**src/rtl/totd_trigger_nch.sv**
```systemverilog
// Multi-channel occupancy trigger: per-channel hit windows feed a multiplicity
// vote that fires a one-cycle TRIG, then holds off for a programmable number of samples.
module totd_trigger_nch #(
  parameter int NCH       = 3,
  parameter int ADC_WIDTH = 12,
  parameter int WIN       = 122,
  parameter int OCC_BITS  = 8,
  parameter int INT_BITS  = 19,
  parameter int HOLD_BITS = 8
) (
  input  logic                      CLK120,
  input  logic                      RESET,
  input  logic                      SAMPLE_EN,
  input  logic [NCH*ADC_WIDTH-1:0]  ADC,
  input  logic [NCH*ADC_WIDTH-1:0]  THRES,
  input  logic [NCH*INT_BITS-1:0]   INTEGRAL,
  input  logic [INT_BITS-1:0]       INT_THRES,
  input  logic [NCH-1:0]            TRIG_ENABLE,
  input  logic [$clog2(NCH+1)-1:0]  MULTIPLICITY,
  input  logic [OCC_BITS-1:0]       OCCUPANCY,
  input  logic [HOLD_BITS-1:0]      HOLDOFF,
  output logic                      TRIG,
  output logic [NCH-1:0]            CH_TRIG,
  output logic [NCH*OCC_BITS-1:0]   OCC,
  output logic [15:0]               TRIG_COUNT
);
  localparam int MW = $clog2(NCH + 1);

  generate
    if (NCH < 1 || NCH > 8 || WIN < 2 || WIN > 255 || WIN >= (1 << OCC_BITS)) begin : g_param_err
      $error("totd_trigger_nch: illegal NCH, WIN or OCC_BITS");
    end
  endgenerate

  typedef enum logic {ARMED = 1'b0, HOLD = 1'b1} state_t;
  state_t state_q, state_d;

  logic                           en0_q, en1_q, en2_q, en3_q;
  logic [NCH-1:0][ADC_WIDTH-1:0]  adc_q, thres_q;
  logic [NCH-1:0][INT_BITS-1:0]   integral_q;
  logic [INT_BITS-1:0]            int_thres_q;
  logic [NCH-1:0]                 trig_en_q;
  logic [MW-1:0]                  mult_q;
  logic [OCC_BITS-1:0]            occ_thres_q;
  logic [HOLD_BITS-1:0]           holdoff_q, hold_cnt_q, hold_cnt_d;
  logic                           trig_q, trig_d;
  logic [15:0]                    trig_count_q, trig_count_d;
  logic [NCH-1:0]                 ch_trig;
  logic [NCH-1:0][OCC_BITS-1:0]   occ;
  logic [MW-1:0]                  ch_cnt;
  logic                           fire_cond, fire;

  // Stage 0: every input registered once; en1..en3 qualify the later stages.
  always_ff @(posedge CLK120) begin
    if (RESET) begin
      en0_q       <= 1'b0;
      en1_q       <= 1'b0;
      en2_q       <= 1'b0;
      en3_q       <= 1'b0;
      adc_q       <= '0;
      thres_q     <= '0;
      integral_q  <= '0;
      int_thres_q <= '0;
      trig_en_q   <= '0;
      mult_q      <= '0;
      occ_thres_q <= '0;
      holdoff_q   <= '0;
    end else begin
      en0_q       <= SAMPLE_EN;
      en1_q       <= en0_q;
      en2_q       <= en1_q;
      en3_q       <= en2_q;
      adc_q       <= ADC;
      thres_q     <= THRES;
      integral_q  <= INTEGRAL;
      int_thres_q <= INT_THRES;
      trig_en_q   <= TRIG_ENABLE;
      mult_q      <= MULTIPLICITY;
      occ_thres_q <= OCCUPANCY;
      holdoff_q   <= HOLDOFF;
    end
  end

  generate
    for (genvar i = 0; i < NCH; i++) begin : g_ch
      totd_trigger_ch #(
        .ADC_WIDTH (ADC_WIDTH),
        .WIN       (WIN),
        .OCC_BITS  (OCC_BITS),
        .INT_BITS  (INT_BITS)
      ) u_ch (
        .clk_i       (CLK120),
        .rst_i       (RESET),
        .en0_i       (en0_q),
        .en1_i       (en1_q),
        .en2_i       (en2_q),
        .clr_i       (fire),
        .adc_i       (adc_q[i]),
        .thres_i     (thres_q[i]),
        .trig_en_i   (trig_en_q[i]),
        .integral_i  (integral_q[i]),
        .int_thres_i (int_thres_q),
        .occ_thres_i (occ_thres_q),
        .ch_trig_o   (ch_trig[i]),
        .occ_o       (occ[i])
      );
    end
  endgenerate

  always_comb begin
    ch_cnt = '0;
    for (int i = 0; i < NCH; i++) ch_cnt = ch_cnt + MW'(ch_trig[i]);
  end

  assign fire_cond = (mult_q != '0) && (ch_cnt >= mult_q);

  always_ff @(posedge CLK120) begin
    if (RESET) begin
      state_q      <= ARMED;
      hold_cnt_q   <= '0;
      trig_q       <= 1'b0;
      trig_count_q <= '0;
    end else begin
      state_q      <= state_d;
      hold_cnt_q   <= hold_cnt_d;
      trig_q       <= trig_d;
      trig_count_q <= trig_count_d;
    end
  end

  // HOLD always spends at least one cycle, so TRIG can never repeat back to back.
  always_comb begin
    state_d = state_q;
    case (state_q)
      ARMED:   if (fire_cond) state_d = HOLD;
      HOLD:    if (hold_cnt_q == '0) state_d = ARMED;
      default: state_d = ARMED;
    endcase
  end

  always_comb begin
    fire         = 1'b0;
    trig_d       = 1'b0;
    hold_cnt_d   = hold_cnt_q;
    trig_count_d = trig_count_q;
    case (state_q)
      ARMED: begin
        if (fire_cond) begin
          fire         = 1'b1;
          trig_d       = 1'b1;
          hold_cnt_d   = holdoff_q;
          trig_count_d = trig_count_q + 16'd1;
        end
      end
      HOLD: begin
        if (en3_q && hold_cnt_q != '0) hold_cnt_d = hold_cnt_q - 1'b1;
      end
      default: ;
    endcase
  end

  assign TRIG       = trig_q;
  assign CH_TRIG    = ch_trig;
  assign OCC        = occ;
  assign TRIG_COUNT = trig_count_q;
endmodule

// Per-channel hit detect, sliding occupancy window and channel trigger condition.
module totd_trigger_ch #(
  parameter int ADC_WIDTH = 12,
  parameter int WIN       = 122,
  parameter int OCC_BITS  = 8,
  parameter int INT_BITS  = 19
) (
  input  logic                 clk_i,
  input  logic                 rst_i,
  input  logic                 en0_i,
  input  logic                 en1_i,
  input  logic                 en2_i,
  input  logic                 clr_i,
  input  logic [ADC_WIDTH-1:0] adc_i,
  input  logic [ADC_WIDTH-1:0] thres_i,
  input  logic                 trig_en_i,
  input  logic [INT_BITS-1:0]  integral_i,
  input  logic [INT_BITS-1:0]  int_thres_i,
  input  logic [OCC_BITS-1:0]  occ_thres_i,
  output logic                 ch_trig_o,
  output logic [OCC_BITS-1:0]  occ_o
);
  localparam logic [OCC_BITS-1:0] OCC_MAX = OCC_BITS'(WIN);

  logic                hit_q, hit_d;
  logic [WIN-1:0]      win_q, win_d;
  logic [OCC_BITS-1:0] occ_q, occ_d;
  logic                ch_trig_q, ch_trig_d;

  always_comb begin
    hit_d = hit_q;
    if (en0_i) hit_d = (adc_i > thres_i) && trig_en_i;
  end

  // occ tracks the window popcount; the bounds only guard against corruption.
  always_comb begin
    win_d = win_q;
    occ_d = occ_q;
    if (clr_i) begin
      win_d = '0;
      occ_d = '0;
    end else if (en1_i) begin
      win_d = {win_q[WIN-2:0], hit_q};
      if (hit_q && !win_q[WIN-1] && occ_q < OCC_MAX)
        occ_d = occ_q + 1'b1;
      else if (!hit_q && win_q[WIN-1] && occ_q != '0)
        occ_d = occ_q - 1'b1;
    end
  end

  always_comb begin
    ch_trig_d = ch_trig_q;
    if (clr_i)
      ch_trig_d = 1'b0;
    else if (en2_i)
      ch_trig_d = (occ_q > occ_thres_i) && (integral_i > int_thres_i);
  end

  always_ff @(posedge clk_i) begin
    if (rst_i) begin
      hit_q     <= 1'b0;
      win_q     <= '0;
      occ_q     <= '0;
      ch_trig_q <= 1'b0;
    end else begin
      hit_q     <= hit_d;
      win_q     <= win_d;
      occ_q     <= occ_d;
      ch_trig_q <= ch_trig_d;
    end
  end

  assign ch_trig_o = ch_trig_q;
  assign occ_o     = occ_q;
endmodule
```
**config.mk**
```make
export PLATFORM = sky130hd
export DESIGN_NAME = totd_trigger_nch
export DESIGN_NICKNAME = d
export VERILOG_FILES = /design/src/rtl/totd_trigger_nch.sv
export SDC_FILE = /design/constraint.sdc
export NUM_CORES = 1
export LEC_CHECK = 0
export BUFFER_PORTS_ARGS = -buffer_cell sky130_fd_sc_hd__buf_2
export CAP_MARGIN = 20
export CORE_MARGIN = 2
export CORE_UTILIZATION = 53
export CTS_BUF_LIST = sky130_fd_sc_hd__clkbuf_16
export DETAILED_ROUTE_END_ITERATION = 10
export PLACE_DENSITY = 0.86
export SLEW_MARGIN = 10
export SYNTH_ARGS = -nofsm -noshare
export SYNTH_HDL_FRONTEND = slang
export SYNTH_SLANG_ARGS = --single-unit
export TNS_END_PERCENT = 100
```
**constraint.sdc**
```tcl
create_clock -name CLK120 -period 2.65 [get_ports CLK120]
set_input_delay 0.1325 -clock CLK120 [delete_from_list [all_inputs] [get_ports CLK120]]
set_output_delay 0.1325 -clock CLK120 [all_outputs]
set_load 0.01 [all_outputs]
```
==> results of run 1 <==
tightest hold or removal path: stages:
cell,delay (ns)
dlygate4sd3_1,0.52
buf_2,0.09
nor2b_1,0.11
cells by family (layout without fill, tap and decap cells):
logic type               after synthesis  count (layout)  synth area share
AO/OA/AOI/OAI                        214             214            0.0595
XOR/XNOR                              21              21           0.00785
adder cells (fa/ha/maj)              144             144            0.0781
buffers and inverters                213             689            0.0347
flip-flops                           595             595             0.508
multiplexers                         381             381             0.163
other                                  0               2                 0
AND/OR/NAND/NOR                      745             745             0.149
final timing paths:
| check | from | to | slack [ns] | cells after the start |
|---|---|---|---|---|
| min reg2reg | g_ch[2].u_ch.win_q[6] | g_ch[2].u_ch.win_q[7] | 0.49 | 2 |
| min | INT_THRES[1] | int_thres_q[1] | 0.28 | 3 |
| max reg2reg | g_ch[1].u_ch.ch_trig_o | TRIG_COUNT[14] | -0.009 | 8 |
| max | g_ch[1].u_ch.ch_trig_o | TRIG_COUNT[14] | -0.009 | 8 |
routing by layer:
| layer | part of all wire | up-vias | GRT usage |
|---|---|---|---|
| li1 | - | 8723 | - |
| met1 | 0.38 | 8619 | 0.274 |
| met2 | 0.48 | 747 | 0.455 |
| met3 | 0.061 | 323 | 0.0543 |
| met4 | 0.079 | 0 | 0.198 |
| met5 | 0 | - | 0 |
registers in the layout, indices dropped and copies added (netlist names), 8 cells and up:
register and flops:
g_ch.u_ch.occ_o 24, g_ch.u_ch.win_q 366, adc_q 36, thres_q 36
int_thres_q 19, integral_q 57, holdoff_q 8, occ_thres_q 8
hold_cnt_q 8, TRIG_COUNT 16
per-stage QoR:
step / util / worst slack [ns] / hold WS, ns
after CTS: 0.671 / 0.0384 / 0.219
after detailed placement: 0.578 / -0.0999 / 0.344
after floorplan: - / 0.0231 / 0.227
after global placement: 0.578 / -0.0412 / 0.342
after global routing: 0.673 / -0.0601 / 0.270
final: 0.673 / -0.00915 / 0.284
power by group through the flow:
stage | logic (W) | clock network [W] | registers, W
floorplan | 0.000853 | 0 | 0.00934
global placement | 0.00118 | 0 | 0.00937
detailed placement | 0.00124 | 0 | 0.00937
CTS | 0.00150 | 0.00821 | 0.00918
global route | 0.00177 | 0.00862 | 0.00920
finish | 0.00166 | 0.00820 | 0.00920
placed cells by master (no fill, tap or decap), types with 10 or more instances in the layout:
master         count
clkbuf_16         57
nand4_1           25
nor2_1           426
o21ai_0           30
xnor2_1           16
nor2b_1          184
a21oi_1           73
dfxtp_1          591
ha_1             139
o211ai_1          10
nor3_1            10
buf_4             42
buf_2            214
clkinv_2          10
clkinv_1          14
nand2_1           38
a211oi_1          13
buf_12            11
mux2i_1          381
a21o_1            18
nand3_1           19
dlygate4sd3_1    216
inv_1            103
layout make-up:
type | instances | area, sq um
timing repair buffer | 488 | 3870
multi-input combinational | 1505 | 10800
clock buffer | 56 | 1400
tap | 592 | 741
sequential | 595 | 11900
antenna | 2 | 5.00
fill | 2983 | 14400
clock inverter | 48 | 464
inverter | 97 | 364
timing repair:
item                                    in CTS  in global routing
hold endpoints to repair                   195                  0
pin swaps                                    3                  4
hold buffers                               216                  0
gates cloned                                 0                  1
resized for setup                            6                 14
endpoints found under the setup margin       7                 18
==> key figures, run 1 <==
Status
  – Run status: finished, violations left
  – Failing checks: setup timing

Setup path
  – Cell Chain, Critical Path: inv_1 -> fa_1 -> ha_1 -> nand2b_4 -> a21oi_4 -> or4_4 -> or4_1 -> a21oi_2
  – Critical path's top delay family: simple AND/OR/NAND/NOR gates
  – Worst Path Arrival: 3.21 ns
  – Buffers and inverters on the worst path: 1
  – Crit start category: flop
  – Critical path class: flop to flop
  – Slowest cell on crit path: or4_1
  – CP required: 3.20 ns
  – CP max FO: 5
  – CP peak stage delay: 0.55 ns
  – Crit path capture type: flop

Hold path
  – Hold Crit Class: primary input to flop

STA
  – Worst Max-Slew Pin Slew: 0.963 ns
  – Fin crit period: 2.66 ns
  – Final Hold Viols: 0
  – Fin. max-slew vios: 0
  – Setup-failing EPs final: 1
  – Skew final: 0.0257 ns
  – Setup TNS: -0.00915 ns
  – Fmax: 376 MHz
  – Worst setup margin: -0.00915 ns
  – Rel. slew slack: 0.341
  – Unrepaired setup endpoints after global routing: true
  – Final period util: 1.00

Clock network
  – H-Tree Depth: 2
  – Clk buf depth: 3
  – CTS Sinks: 595
  – CTS tree: yes
  – Skew-Pair Late Insertion Delay: 0.63 ns
  – Reg clk slew, reported paths: 0.07 ns
  – Root buffer cell: clkbuf_16
  – Post-CTS Setup Bufs: 0
  – CTS buffer count: 56

Global routing
  – Initial antenna violation count: 2
  – Largest net degree at the start of global routing: 119
  – First-pass GRT wire length: 96.4 mm
  – GRT overflow: 0
  – Vias in the first global route: 19100
  – Tot GR Track Use: 0.260

Synthesis
  – Ys async rst share: 0
  – Post-Syn Area: 23400 sq um
  – Syn_area_per_cell: 10.1 sq um
  – Yosys reg bits: 595
  – Synth Flop Type: dfxtp_1
  – Synth top area share: 0.508
  – Number of synthesized flops with an enable pin: 0
  – Synth Warn #: 0
  – Post-synth cell types: 61
  – Synth Instances: 2313
  – Synth top area cells: dfxtp_1, mux2i_1, ha_1
  – Commonest cells in the netlist: dfxtp_1, nor2_1, mux2i_1
  – Mapped Nets: 2629
  – Post-synth top area cell: dfxtp_1
  – Fraction of the yosys area taken by sequential cells: 0.508
  – Count leader, synth: dfxtp_1

Power and ir drop
  – Sw power: 0.00461 W
  – Logic pwr share: 0.087
  – P per Cell Area: 645 nW/um^2
  – Sw Share: 0.242
  – Clock power frac: 0.430
  – Peak VDD IR: 0.568 mV
  – Total power: 0.0191 W
  – Register share of total power: 0.482
  – P_leak: 12.0 nW
  – P_int: 0.0144 W

Floorplanning
  – Vert. Die Dim: 214 um
  – Rows: 77
  – Core box area: 43900 sq um
  – DIE AREA: 45900 sq um
  – Num ports: 216
  – Die Wd: 214 um
  – Initial Utilization: 0.534

Layout
  – Final nets: 3059
  – Share of cells above drive strength 1: 0.135
  – Final Instance Area: 29600 sq um
  – Layout Cells excl Fill: 3383
  – Layout area overhead: 26.1%

Flow run
  – Max_cap viols: 0

Detailed routing
  – DR WL/cell: 18.4 um
  – # DRC: 0
  – DRT antenna net count: 0
  – Via count: 18400
  – First DRT Iteration DRCs: 1036
  – DRT Pass-1 Iters: 5
  – Routed WL: 62.3 mm
  – DR vias/cell: 5.44

Placement
  – Placed instance count: 3060
  – I/O Buffers: 215
  – Placer Congestion: 0.903
  – Hpwl dp: 33.8 mm
  – Area post-placement: 25400 sq um
(Power assumes the default switching activity.)
==> run 2, diff against run 1 <==
--- a/config.mk
+++ b/config.mk
@@ -11,7 +11,7 @@
 export CORE_UTILIZATION = 53
 export CTS_BUF_LIST = sky130_fd_sc_hd__clkbuf_16
 export DETAILED_ROUTE_END_ITERATION = 10
-export PLACE_DENSITY = 0.86
+export PLACE_DENSITY = 0.75
 export SLEW_MARGIN = 10
 export SYNTH_ARGS = -nofsm -noshare
 export SYNTH_HDL_FRONTEND = slang
==> key figures, run 2 (synthesized netlist as in run 1, its figures left out) <==
Floorplanning
  – Vert. Die Dim: 214 um
  – Core box area: 43900 sq um
  – Die Wd: 214 um
  – DIE AREA: 45900 sq um
  – Rows: 77
  – Initial Utilization: 0.534
  – Num ports: 216

Setup path
  – CP max FO: 6
  – Crit path capture type: flop
  – Crit Reg-Reg Startpoint: g_ch[0].u_ch.ch_trig_o
  – Cell Chain, Critical Path: inv_1 -> fa_1 -> ha_1 -> nand2b_4 -> a21oi_4 -> or4_4 -> buf_6 -> or3_4 -> a21oi_2
  – R2R Setup Slk: 0.03 ns
  – Worst Path Arrival: 3.15 ns
  – CP peak stage delay: 0.51 ns
  – Critical path's top delay family: simple AND/OR/NAND/NOR gates
  – Critical path class: flop to flop
  – Reg-to-reg endpoint: TRIG_COUNT[11]
  – CP required: 3.18 ns
  – Buffers and inverters on the worst path: 2
  – WP depth: 9
  – Slowest cell on crit path: or4_4
  – Crit start category: flop
  – Length in cells of the worst reg-to-reg path: 9

STA
  – Final period util: 0.988
  – Worst Max-Slew Pin Slew: 0.838 ns
  – Fin. max-slew vios: 0
  – Fin crit period: 2.62 ns
  – Setup-failing EPs final: 0
  – Rel. slew slack: 0.438
  – Fmax: 382 MHz
  – Worst setup margin: 0.0318 ns
  – Unrepaired setup endpoints after global routing: true
  – Final Hold Viols: 0
  – Skew final: 0.0173 ns

Power and ir drop
  – Total power: 0.0185 W
  – P_int: 0.0143 W
  – Logic pwr share: 0.084
  – Sw Share: 0.231
  – Peak VDD IR: 0.560 mV
  – Clock power frac: 0.421
  – Register share of total power: 0.495
  – P_leak: 11.8 nW
  – Sw power: 0.00429 W
  – P per Cell Area: 635 nW/um^2

Detailed routing
  – Routed WL: 53.8 mm
  – Via count: 17600
  – DR WL/cell: 16.0 um
  – DR vias/cell: 5.23
  – # DRC: 0
  – DRT antenna net count: 0
  – First DRT Iteration DRCs: 990
  – DRT Pass-1 Iters: 5

Placement
  – Placer Congestion: 0.864
  – I/O Buffers: 215
  – Hpwl dp: 32.5 mm
  – DP Worst Slack: -0.108 ns
  – Area post-placement: 25500 sq um

Layout
  – Most common cell after layout, fill and taps aside: dfxtp_1
  – Multi-input logic area: 10800 sq um
  – Fillers: 3291
  – Top flop regs: g_ch.u_ch.win_q (366), integral_q (57)
  – Fin util: 0.665
  – Share of cells above drive strength 1: 0.137
  – Layout area overhead: 24.5%
  – Final nets: 3032
  – Most frequent cells in the layout: dfxtp_1, nor2_1, mux2i_1
  – Reg area: 11900 sq um
  – Most flops, register: g_ch.u_ch.win_q
  – Final Instance Area: 29200 sq um
  – Max FFs per register: 366

Clock network
  – CTS buffer count: 58
  – Root buffer cell: clkbuf_16
  – CTS Sinks: 595
  – Skew-Pair Late Insertion Delay: 0.60 ns
  – CTS tree: yes
  – H-Tree Depth: 2
  – Clk buf depth: 3
  – Reg clk slew, reported paths: 0.06 ns

Hold path
  – Hold Crit Depth: 3
  – Hold path startpoint: ADC[29]
  – Hold Crit Class: primary input to flop
  – Hold EP: adc_q[29]

Global routing
  – Tot GR Track Use: 0.231
  – GRT overflow: 0
  – Initial antenna violation count: 3
  – Vias in the first global route: 18200
  – First-pass GRT wire length: 87.8 mm
  – Largest net degree at the start of global routing: 160

Flow run
  – Max_cap viols: 0

Status
  – Run status: finished, final reports clean
==> run 2: cell types whose count changed in the layout (fill, tap and decap cells not counted), moves of 2 or more <==
cell and change:
inv_1 +2, clkinv_2 +2, clkbuf_16 +2, buf_16 -2
bufinv_16 -3, buf_12 +6, dlygate4sd3_1 -33, inv_2 +4
clkinv_1 -2
==> run 2: worst max-delay path by stage <==
| stage | slack [ns] | to | startpoint |
|---|---|---|---|
| after floorplan | 0.02 | TRIG_COUNT[15] | g_ch[0].u_ch.ch_trig_o |
| after global placement | -0.04 | TRIG_COUNT[15] | g_ch[0].u_ch.ch_trig_o |
| after detailed placement | -0.11 | TRIG_COUNT[15] | g_ch[0].u_ch.ch_trig_o |
| after CTS | 0.008 | TRIG_COUNT[11] | g_ch[1].u_ch.ch_trig_o |
| after global routing | -0.03 | TRIG_COUNT[11] | g_ch[1].u_ch.ch_trig_o |
| final | 0.03 | TRIG_COUNT[11] | g_ch[0].u_ch.ch_trig_o |
==> run 2: final cells by class <==
cell class,count,share of cell area
well taps,592,0.0254
clock inverters,48,0.0113
inverters,97,0.0125
repair buffers,459,0.123
multi-input cells,1505,0.369
diodes,3,0.000257
clock buffers,59,0.0506
flip-flops and latches,595,0.408
==> run 2: through the flow <==
stage | TNS (ns) | hold slack, ns | cells
after CTS | 0 | 0.236 | 3355
after global placement | -0.0626 | 0.340 | 3065
after floorplan | 0 | 0.227 | 2313
after global routing | -0.0332 | 0.275 | 3357
final | 0 | 0.277 | 3358
after detailed placement | -0.271 | 0.345 | 3065
==> run 2: repair_timing <==
item	CTS	global route
setup endpoints to repair	7	7
endpoints found under the hold margin	196	0
buffers inserted	0	0
gates resized for setup	7	8
pin swaps	5	4
hold buffers	183	0
==> run 2: worst register-to-register path: stages, from the launching register on <==
cell,delay [ns]
dfxtp_1,0.36
inv_1,0.08
fa_1,0.49
ha_1,0.30
nand2b_4,0.13
a21oi_4,0.06
or4_4,0.51
buf_6,0.15
or3_4,0.32
a21oi_2,0.14
==> run 2: power by group through the flow <==
stage | Combinational [W] | Sequential, W | Clock [W]
6_report | 0.00156 | 0.00917 | 0.00781
5_1_grt | 0.00169 | 0.00918 | 0.00832
4_1_cts | 0.00148 | 0.00917 | 0.00793
3_5_place_dp | 0.00126 | 0.00936 | 0
3_3_place_gp | 0.00122 | 0.00936 | 0
2_1_floorplan | 0.000853 | 0.00934 | 0
==> run 2: metal layers <==
metal	global-route usage	vias up	routed length (um)
met5	0	-	13
met4	0.115	2	2450
met3	0.0509	185	2910
met2	0.399	507	25500
met1	0.272	8224	22900
li1	-	8651	-
==> run 3, diff against run 2 <==
--- a/config.mk
+++ b/config.mk
@@ -12,6 +12,7 @@
 export CTS_BUF_LIST = sky130_fd_sc_hd__clkbuf_16
 export DETAILED_ROUTE_END_ITERATION = 10
 export PLACE_DENSITY = 0.75
+export SETUP_SLACK_MARGIN = 0.05
 export SLEW_MARGIN = 10
 export SYNTH_ARGS = -nofsm -noshare
 export SYNTH_HDL_FRONTEND = slang
==> key figures, run 3 (synthesized netlist as in run 1, its figures left out) <==
Global routing
  – Vias in the first global route: 17900
  – Tot GR Track Use: 0.231
  – GRT overflow: 0
  – First-pass GRT wire length: 87.6 mm
  – Initial antenna violation count: 5
  – Largest net degree at the start of global routing: 155

Clock network
  – Skew-Pair Late Insertion Delay: 0.61 ns
  – H-Tree Depth: 2
  – CTS Sinks: 595
  – Clk buf depth: 3
  – CTS buffer count: 58
  – Post-CTS Setup Bufs: 0
  – Reg clk slew, reported paths: 0.06 ns
  – CTS tree: yes
  – Root buffer cell: clkbuf_16

Detailed routing
  – Via count: 17600
  – DR WL/cell: 16.1 um
  – DRT Pass-1 Iters: 5
  – DR vias/cell: 5.21
  – First DRT Iteration DRCs: 1003
  – # DRC: 0
  – DRT antenna net count: 0
  – Routed WL: 54.2 mm

Floorplanning
  – Rows: 77
  – Initial Utilization: 0.534
  – Core box area: 43900 sq um
  – DIE AREA: 45900 sq um
  – Num ports: 216
  – Vert. Die Dim: 214 um
  – Die Wd: 214 um

Layout
  – Top flop regs: g_ch.u_ch.win_q (366), integral_q (57)
  – Fin util: 0.671
  – Layout area overhead: 25.8%
  – Multi-input logic area: 10800 sq um
  – Reg area: 11900 sq um
  – Fillers: 3247
  – Most flops, register: g_ch.u_ch.win_q
  – Share of cells above drive strength 1: 0.138
  – Final nets: 3050
  – Most frequent cells in the layout: dfxtp_1, nor2_1, mux2i_1
  – Max FFs per register: 366
  – Most common cell after layout, fill and taps aside: dfxtp_1

Setup path
  – Critical path class: flop to flop
  – CP Launch Point: g_ch[1].u_ch.ch_trig_o
  – CP max FO: 5
  – Crit start category: flop
  – CP required: 3.18 ns
  – Crit Reg-Reg Startpoint: g_ch[1].u_ch.ch_trig_o
  – Crit path capture type: flop
  – Worst Path Arrival: 3.10 ns

Status
  – Run status: finished, final reports clean

Hold path
  – Hold path startpoint: ADC[15]
  – Hold Crit Class: primary input to flop

STA
  – Final Hold Viols: 0
  – Fmax: 389 MHz
  – Worst Max-Slew Pin Slew: 0.781 ns
  – Setup-failing EPs final: 0
  – Fin crit period: 2.57 ns
  – Fin. max-slew vios: 0
  – Skew final: 0.0222 ns
  – Rel. slew slack: 0.479
  – Final period util: 0.969
  – Setup TNS: 0 ns
  – Worst-case hold slack: 0.273 ns
  – Unrepaired setup endpoints after global routing: true

Power and ir drop
  – P_leak: 12.0 nW
  – P per Cell Area: 649 nW/um^2
  – Peak VDD IR: 0.503 mV

Placement
  – I/O Buffers: 215
  – Hpwl dp: 32.5 mm
  – Placer Congestion: 0.868

Flow run
  – Max_cap viols: 0
run 3: worst paths after layout:
| check | to | slack, ns | cells past startpoint |
|---|---|---|---|
| hold / removal | adc_q[15] | 0.27 | 3 |
| setup / recovery | TRIG_COUNT[14] | 0.08 | 8 |
| setup reg to reg | TRIG_COUNT[14] | 0.08 | 8 |
| hold reg to reg | g_ch[1].u_ch.win_q[25] | 0.49 | 2 |
run 3: routing by layer:
metal  part of all wire  up-vias  routed length (um)  GRT usage
li1                   -     8685                   -          -
met1               0.41     8182               22500      0.267
met2               0.47      526               25600      0.392
met3              0.055      213                2970     0.0511
met4              0.059        0                3190      0.143
met5                  0        -                   0          0
run 3: layout make-up:
type	instances	share of cell area
Tap cell	592	0.0251
Inverter	97	0.0123
Multi-Input combinational cell	1505	0.365
Clock inverter	47	0.0160
Sequential cell	595	0.404
Clock buffer	59	0.0501
Timing Repair Buffer	477	0.127
Antenna cell	5	0.000424
run 3: critical path, stage by stage (launching register included):
cell and delay (ns):
dfxtp_2 0.34, inv_1 0.07, fa_1 0.47, ha_1 0.29
nand2b_4 0.12, a21oi_2 0.08, or4_4 0.45, or4_1 0.51
a21oi_1 0.16
run 3: repair_timing:
| item | CTS | global route |
|---|---|---|
| gates resized for setup | 3 | 12 |
| hold endpoints to repair | 189 | 0 |
| pin swaps | 0 | 5 |
| hold buffers | 196 | 0 |
| setup endpoints to repair | 6 | 107 |
| gates cloned | 0 | 0 |
run 3: stage by stage:
step | instance area, sq um | setup WS [ns] | cells | total power, W
detailed placement | 25500 | 0.0131 | 3070 | 0.0106
CTS | 29400 | 0.0564 | 3372 | 0.0192
global route | 29500 | 0.0156 | 3377 | 0.0198
global placement | 25500 | 0.0585 | 3070 | 0.0106
finish | 29500 | 0.0813 | 3377 | 0.0191
floorplan | 23500 | 0.0477 | 2313 | 0.0102
run 3: power breakdown:
group	internal [W]	total [W]	switching, W	leakage, nW
sequential	0.00910	0.00918	0.0000780	4.84
combinational	0.000773	0.00160	0.000823	6.16
clock	0.00499	0.00837	0.00338	0.998
